<file path="src/rtl/nvm_pkg.sv">
// rtl/nvm_pkg.sv - shared NVM types and GC constants
// Holds the GC victim-selector state enum, the invalid-page count type and
// the default free-block threshold shared by the selector and the GC engine.
package nvm_pkg;

    localparam int NVM_PAGE_W   = 6;
    localparam int GC_THRESHOLD = 16;

    // Invalid-page count of one block: 0..2^NVM_PAGE_W inclusive.
    typedef logic [NVM_PAGE_W:0] inv_cnt_t;

    typedef enum logic [2:0] {
        GC_IDLE,
        GC_SCAN,
        GC_DRAIN,
        GC_REQ,
        GC_WAIT_DONE
    } gc_sel_state_t;

endpackage

</file>
<file path="src/rtl/gc_victim_sel.sv">
// rtl/gc_victim_sel.sv - greedy garbage-collection victim selector
// Scans an external invalid-count table (one-cycle read latency) when the
// free-block count drops below GC_THRESHOLD and offers the block with the
// most invalid pages to the GC engine.
// Ports:
//   CLK, nRST            clock, synchronous active-low reset
//   free_cnt             current free-block count
//   excl_en, excl_blk    block excluded from selection (open write block)
//   inv_rd_addr/data     invalid-count table read port
//   gc_req, gc_victim    victim offer, held until gc_ack
//   gc_ack, gc_done      GC engine handshake
//   gc_none              one-cycle pulse, scan found no eligible block
//   busy                 selector not idle
module gc_victim_sel
    import nvm_pkg::*;
#(
    parameter int BLOCK_W      = 10,
    parameter int PAGE_W       = 6,
    parameter int GC_THRESHOLD = nvm_pkg::GC_THRESHOLD
) (
    input  logic               CLK,
    input  logic               nRST,
    input  logic [BLOCK_W:0]   free_cnt,
    input  logic               excl_en,
    input  logic [BLOCK_W-1:0] excl_blk,
    output logic [BLOCK_W-1:0] inv_rd_addr,
    input  logic [PAGE_W:0]    inv_rd_data,
    output logic               gc_req,
    output logic [BLOCK_W-1:0] gc_victim,
    input  logic               gc_ack,
    input  logic               gc_done,
    output logic               gc_none,
    output logic               busy
);

    localparam int NUM_BLOCKS = 1 << BLOCK_W;
    localparam int PAGES      = 1 << PAGE_W;

    localparam logic [BLOCK_W:0] THRESH    = (BLOCK_W+1)'(GC_THRESHOLD);
    localparam logic [BLOCK_W:0] LAST_ADDR = (BLOCK_W+1)'(NUM_BLOCKS - 1);
    localparam logic [PAGE_W:0]  FULL_CNT  = (PAGE_W+1)'(PAGES);

    gc_sel_state_t state, state_nxt;

    // One bit wider than the address so the final increment lands on
    // NUM_BLOCKS instead of wrapping back to block 0.
    logic [BLOCK_W:0]   scan_cnt;
    logic               cmp_vld;
    logic [BLOCK_W-1:0] cmp_addr;
    logic [PAGE_W:0]    best_cnt;
    logic [BLOCK_W-1:0] best_blk;

    logic               eligible;
    logic               better;
    logic               hit_full;
    logic [PAGE_W:0]    sel_cnt;
    logic [BLOCK_W-1:0] sel_blk;

    // Once the counter has passed the last block the address parks there.
    assign inv_rd_addr = scan_cnt[BLOCK_W] ? LAST_ADDR[BLOCK_W-1:0]
                                           : scan_cnt[BLOCK_W-1:0];
    assign gc_req      = (state == GC_REQ);
    assign busy        = (state != GC_IDLE);

    // Compare the count returned for last cycle's address. Addresses arrive
    // in ascending order, so a strictly-greater test keeps the lower index
    // on a tie. best_cnt == 0 doubles as "no candidate yet".
    always_comb begin
        eligible = cmp_vld && (inv_rd_data != '0)
                   && !(excl_en && (cmp_addr == excl_blk));
        better   = eligible && (inv_rd_data > best_cnt);
        hit_full = eligible && (inv_rd_data == FULL_CNT);
        sel_cnt  = better ? inv_rd_data : best_cnt;
        sel_blk  = better ? cmp_addr    : best_blk;
    end

    always_ff @(posedge CLK) begin
        if (!nRST) begin
            state <= GC_IDLE;
        end else begin
            state <= state_nxt;
        end
    end

    always_comb begin
        state_nxt = state;
        case (state)
            GC_IDLE: begin
                if (free_cnt < THRESH) begin
                    state_nxt = GC_SCAN;
                end
            end
            GC_SCAN: begin
                if (hit_full) begin
                    state_nxt = GC_REQ;
                end else if (scan_cnt == LAST_ADDR) begin
                    state_nxt = GC_DRAIN;
                end
            end
            GC_DRAIN: begin
                state_nxt = (sel_cnt != '0) ? GC_REQ : GC_IDLE;
            end
            GC_REQ: begin
                if (gc_ack) begin
                    state_nxt = GC_WAIT_DONE;
                end
            end
            GC_WAIT_DONE: begin
                if (gc_done) begin
                    state_nxt = GC_IDLE;
                end
            end
            default: state_nxt = GC_IDLE;
        endcase
    end

    always_ff @(posedge CLK) begin
        if (!nRST) begin
            scan_cnt  <= '0;
            cmp_vld   <= 1'b0;
            cmp_addr  <= '0;
            best_cnt  <= '0;
            best_blk  <= '0;
            gc_victim <= '0;
            gc_none   <= 1'b0;
        end else begin
            cmp_vld  <= (state == GC_SCAN);
            cmp_addr <= inv_rd_addr;
            gc_none  <= (state == GC_DRAIN) && (sel_cnt == '0);

            case (state)
                GC_IDLE: begin
                    scan_cnt <= '0;
                    best_cnt <= '0;
                    best_blk <= '0;
                end
                GC_SCAN: begin
                    // An early stop freezes the address on the last one issued.
                    if (!hit_full) begin
                        scan_cnt <= scan_cnt + 1'b1;
                    end
                    best_cnt <= sel_cnt;
                    best_blk <= sel_blk;
                end
                default: ;
            endcase

            if ((state != GC_REQ) && (state_nxt == GC_REQ)) begin
                gc_victim <= sel_blk;
            end
        end
    end

endmodule

</file>
<file path="config.mk">
export PLATFORM = sky130hd
export DESIGN_NAME = gc_victim_sel
export DESIGN_NICKNAME = d
export VERILOG_FILES = /design/src/rtl/nvm_pkg.sv /design/src/rtl/gc_victim_sel.sv
export SDC_FILE = /design/constraint.sdc
export NUM_CORES = 1
export LEC_CHECK = 0
export ABC_CLOCK_PERIOD_IN_PS = 3200
export BUFFER_PORTS_ARGS = -buffer_cell sky130_fd_sc_hd__buf_2
export CAP_MARGIN = 25
export CORE_MARGIN = 2
export CORE_UTILIZATION = 54
export DETAILED_ROUTE_END_ITERATION = 16
export GPL_ROUTABILITY_DRIVEN = 0
export GPL_TIMING_DRIVEN = 0
export MAX_ROUTING_LAYER = met4
export PLACE_DENSITY = 0.79
export SLEW_MARGIN = 0
export SYNTH_ARGS = -nofsm -noshare
export SYNTH_HDL_FRONTEND = slang
export SYNTH_SLANG_ARGS = --single-unit
export TNS_END_PERCENT = 100
</file>
<file path="constraint.sdc">
create_clock -name CLK -period 3.2 [get_ports CLK]
set_input_delay 0.64 -clock CLK [delete_from_list [all_inputs] [get_ports CLK]]
set_output_delay 0.64 -clock CLK [all_outputs]
set_load 0.01 [all_outputs]
</file>
==> results.yml <==
drt:
  viasPerCell: 5.59
  drt_pass1_iterations: 5
  wl_mm: 6.37
  wl_per_cell_um: 14.2
  vias: 2511
  ant_nets: 0
  drt-initial-drc-count: 192
  drc: 0
power:
  power.total_w: 0.00117
  p_per_area_mw_per_mm2: 375
  p_leak_nw: 1.17
  ir_worst_vdd_v: 0.000221
sta:
  whs_ns: 0.478
  fin_crit_ns: 2.68
  maxSlewHeadroom_pct: 50.6
  drv_slew: 0
  worstMarginPinSlew_ns: 0.734
  setup_viol: 0
  skew_ns: 0.00474
  post-route-period-util_pct: 83.6
  finalSetupTns_ns: 0
  fmax_mhz: 374
  hold_viol: 0
  rsz0062_at_grt: "false"
synth:
  async_flop_share_pct: 0
  synth_area_sq_mm: 0.00268
  synth_fp_nets: 364
  synth_ff_type: "dfxtp_1"
  syn-instance-count: 323
  ys_ff_latch: 53
  ys_warn_count: 0
  synth_cell_types: 42
  synth_edf_count: 0
  ys_seq_area_share_pct: 39.6
  synth_area_per_cell_sq_um: 8.30
final_layout:
  fin_nets: 422
  area_growth_pct: 16.8
  instances_no_fill: 449
  drive_above_1_share_pct: 24.6
  n_antenna_cell: 0
clock_tree:
  clock_latency_ns: 0.31
  ctsHoldBuffers: 0
  htree_levels: 2
  cts_setup_buffers: 0
  clk_path_buf_depth: 2
  numCtsBuffers: 5
  cts_sinks: 53
  clkTransAtPathRegs_ns: 0.09
  cts_resized: 0
  cts_tree: "yes"
  clockRootBuffer: "clkbuf_8"
run_status:
  status: "completed"
global_routing:
  overflow: 0
  grt_max_degree: 17
  antenna_found_initial: 0
  grt_pass1_wl_mm: 10.3
  grt_pass1_vias: 2248
  groute.usage.overall_pct: 24.9
setup_path:
  start_kind: "primary input"
  rr_startpoint: "best_cnt[6]"
  end_kind: "register"
  required_ns: 3.44
  cp_max_fo: 10
  critPathKind: "in2reg"
  crit_arrival_ns: 2.92
  startpoint: "inv_rd_data[5]"
placed_design:
  place_inst: 441
  portBuffers: 51
  dpl.hpwl_mm: 4.76
floorplan:
  dieArea_sq_mm: 0.00554
  die_width_um: 74.5
  start_util_pct: 56.4
  io_pins: 56
  die_h_um: 74.5
  core_area_sq_mm: 0.00475
  row_count: 25
hold_path:
  hp-start: "best_blk[2]"
  hp-class: "reg2reg"
job:
  maxCapViolations: 0
==> cells in the final DEF (no fill, tap or decap), types with 2 or more instances in the layout <==
master / netlist / routed
or3_1: 7 / 7
a21oi_1: 43 / 43
and2_1: 12 / 12
clkbuf_1: 10 / 11
nor4_1: 3 / 3
mux2i_1: 11 / 11
clkbuf_8: 0 / 5
nor2_1: 9 / 9
or4_4: 2 / 2
o21a_1: 2 / 2
buf_2: 5 / 56
and3_1: 2 / 2
a31o_2: 10 / 10
or2_2: 12 / 12
o31ai_1: 4 / 4
or4_1: 4 / 4
xnor2_1: 10 / 10
nand3_1: 4 / 4
nor3_1: 7 / 7
ha_1: 8 / 8
dfxtp_1: 53 / 53
o21ai_0: 24 / 24
nand4_1: 10 / 10
inv_1: 21 / 21
nand2_1: 32 / 32
==> cells by family after synthesis <==
kind of cell               count (synthesis)  synth area share (%)
buffers and inverters                     36                  5.28
adders and majority gates                  8                  3.73
xor gates and xnor gates                  10                  3.27
and+or+nand+nor                          113                  23.9
AOI/OAI and AO/OA                         92                  20.2
muxes                                     11                  4.11
DFF                                       53                  39.6
==> flip-flops by register name (all words and copies together) (netlist names) <==
register and flops:
scan_cnt 11, best_blk 10, cmp_addr 10, gc_victim 10, best_cnt 7, state 3
cmp_vld 1, gc_none 1
==> worst paths after layout <==
kind	depth (start not counted)	to	slack (ns)
min	2	best_blk[2]	0.48
min reg2reg	2	best_blk[2]	0.48
max reg2reg	9	best_cnt[1]	0.60
max	9	best_cnt[1]	0.52
==> power by group <==
| part | total [W] | internal, W | switching (W) |
|---|---|---|---|
| registers | 0.000659 | 0.000659 | 0.000000190 |
| logic | 0.0000599 | 0.0000252 | 0.0000347 |
| clock network | 0.000454 | 0.000235 | 0.000219 |
| total | 0.00117 | 0.000919 | 0.000254 |
==> through the flow <==
stage | setup WS, ns | cell area [sq um] | util (%)
floorplan | 0.695 | 2680 | -
global placement | 0.218 | 3020 | 63.5
detailed placement | 0.242 | 3020 | 63.5
CTS | 0.556 | 3130 | 65.8
global route | 0.296 | 3130 | 65.8
finish | 0.523 | 3130 | 65.8
==> worst max-delay path: stages <==
cell	delay, ns
buf_2	0.14
ha_1	0.32
nand4_1	0.11
a21oi_1	0.21
nor2_1	0.13
nor4_2	0.70
clkbuf_1	0.42
nand2_1	0.11
a21oi_1	0.14
==> cell usage after synthesis, types with 2 or more instances <==
cell | count | area [sq um]
nand4_1 | 10 | 62.6
xnor2_1 | 10 | 87.6
nand2_1 | 32 | 120
o21ai_0 | 24 | 120
a21oi_1 | 43 | 215
and2_1 | 12 | 75.1
nor4_1 | 3 | 18.8
mux2i_1 | 11 | 110
o21a_1 | 2 | 15.0
or4_1 | 4 | 30.0
or4_4 | 2 | 22.5
or3_1 | 7 | 43.8
nand3_1 | 4 | 20.0
o31ai_1 | 4 | 30.0
nor2_1 | 9 | 33.8
a31o_2 | 10 | 87.6
clkbuf_1 | 10 | 37.5
and3_1 | 2 | 12.5
or2_2 | 12 | 75.1
ha_1 | 8 | 100
dfxtp_1 | 53 | 1060
inv_1 | 21 | 78.8
nor3_1 | 7 | 35.0
buf_2 | 5 | 25.0
==> per-layer routing <==
metal	global-route usage, %	vias to the layer above	routed length, um
li1	-	1264	-
met1	31.9	1166	2910
met2	40.4	75	3070
met3	4.34	6	318
met4	7.54	0	76
met5	-	-	0
==> layout make-up <==
type / instances / area, sq um
buffer: 15 / 62.6
clock buffer: 6 / 72.6
clock inverter: 2 / 38.8
fill: 416 / 1620
inverter: 21 / 78.8
multi-input combinational: 234 / 1480
sequential: 53 / 1060
tap: 67 / 83.8
timing repair buffer: 51 / 255
(Power assumes the default switching activity.)
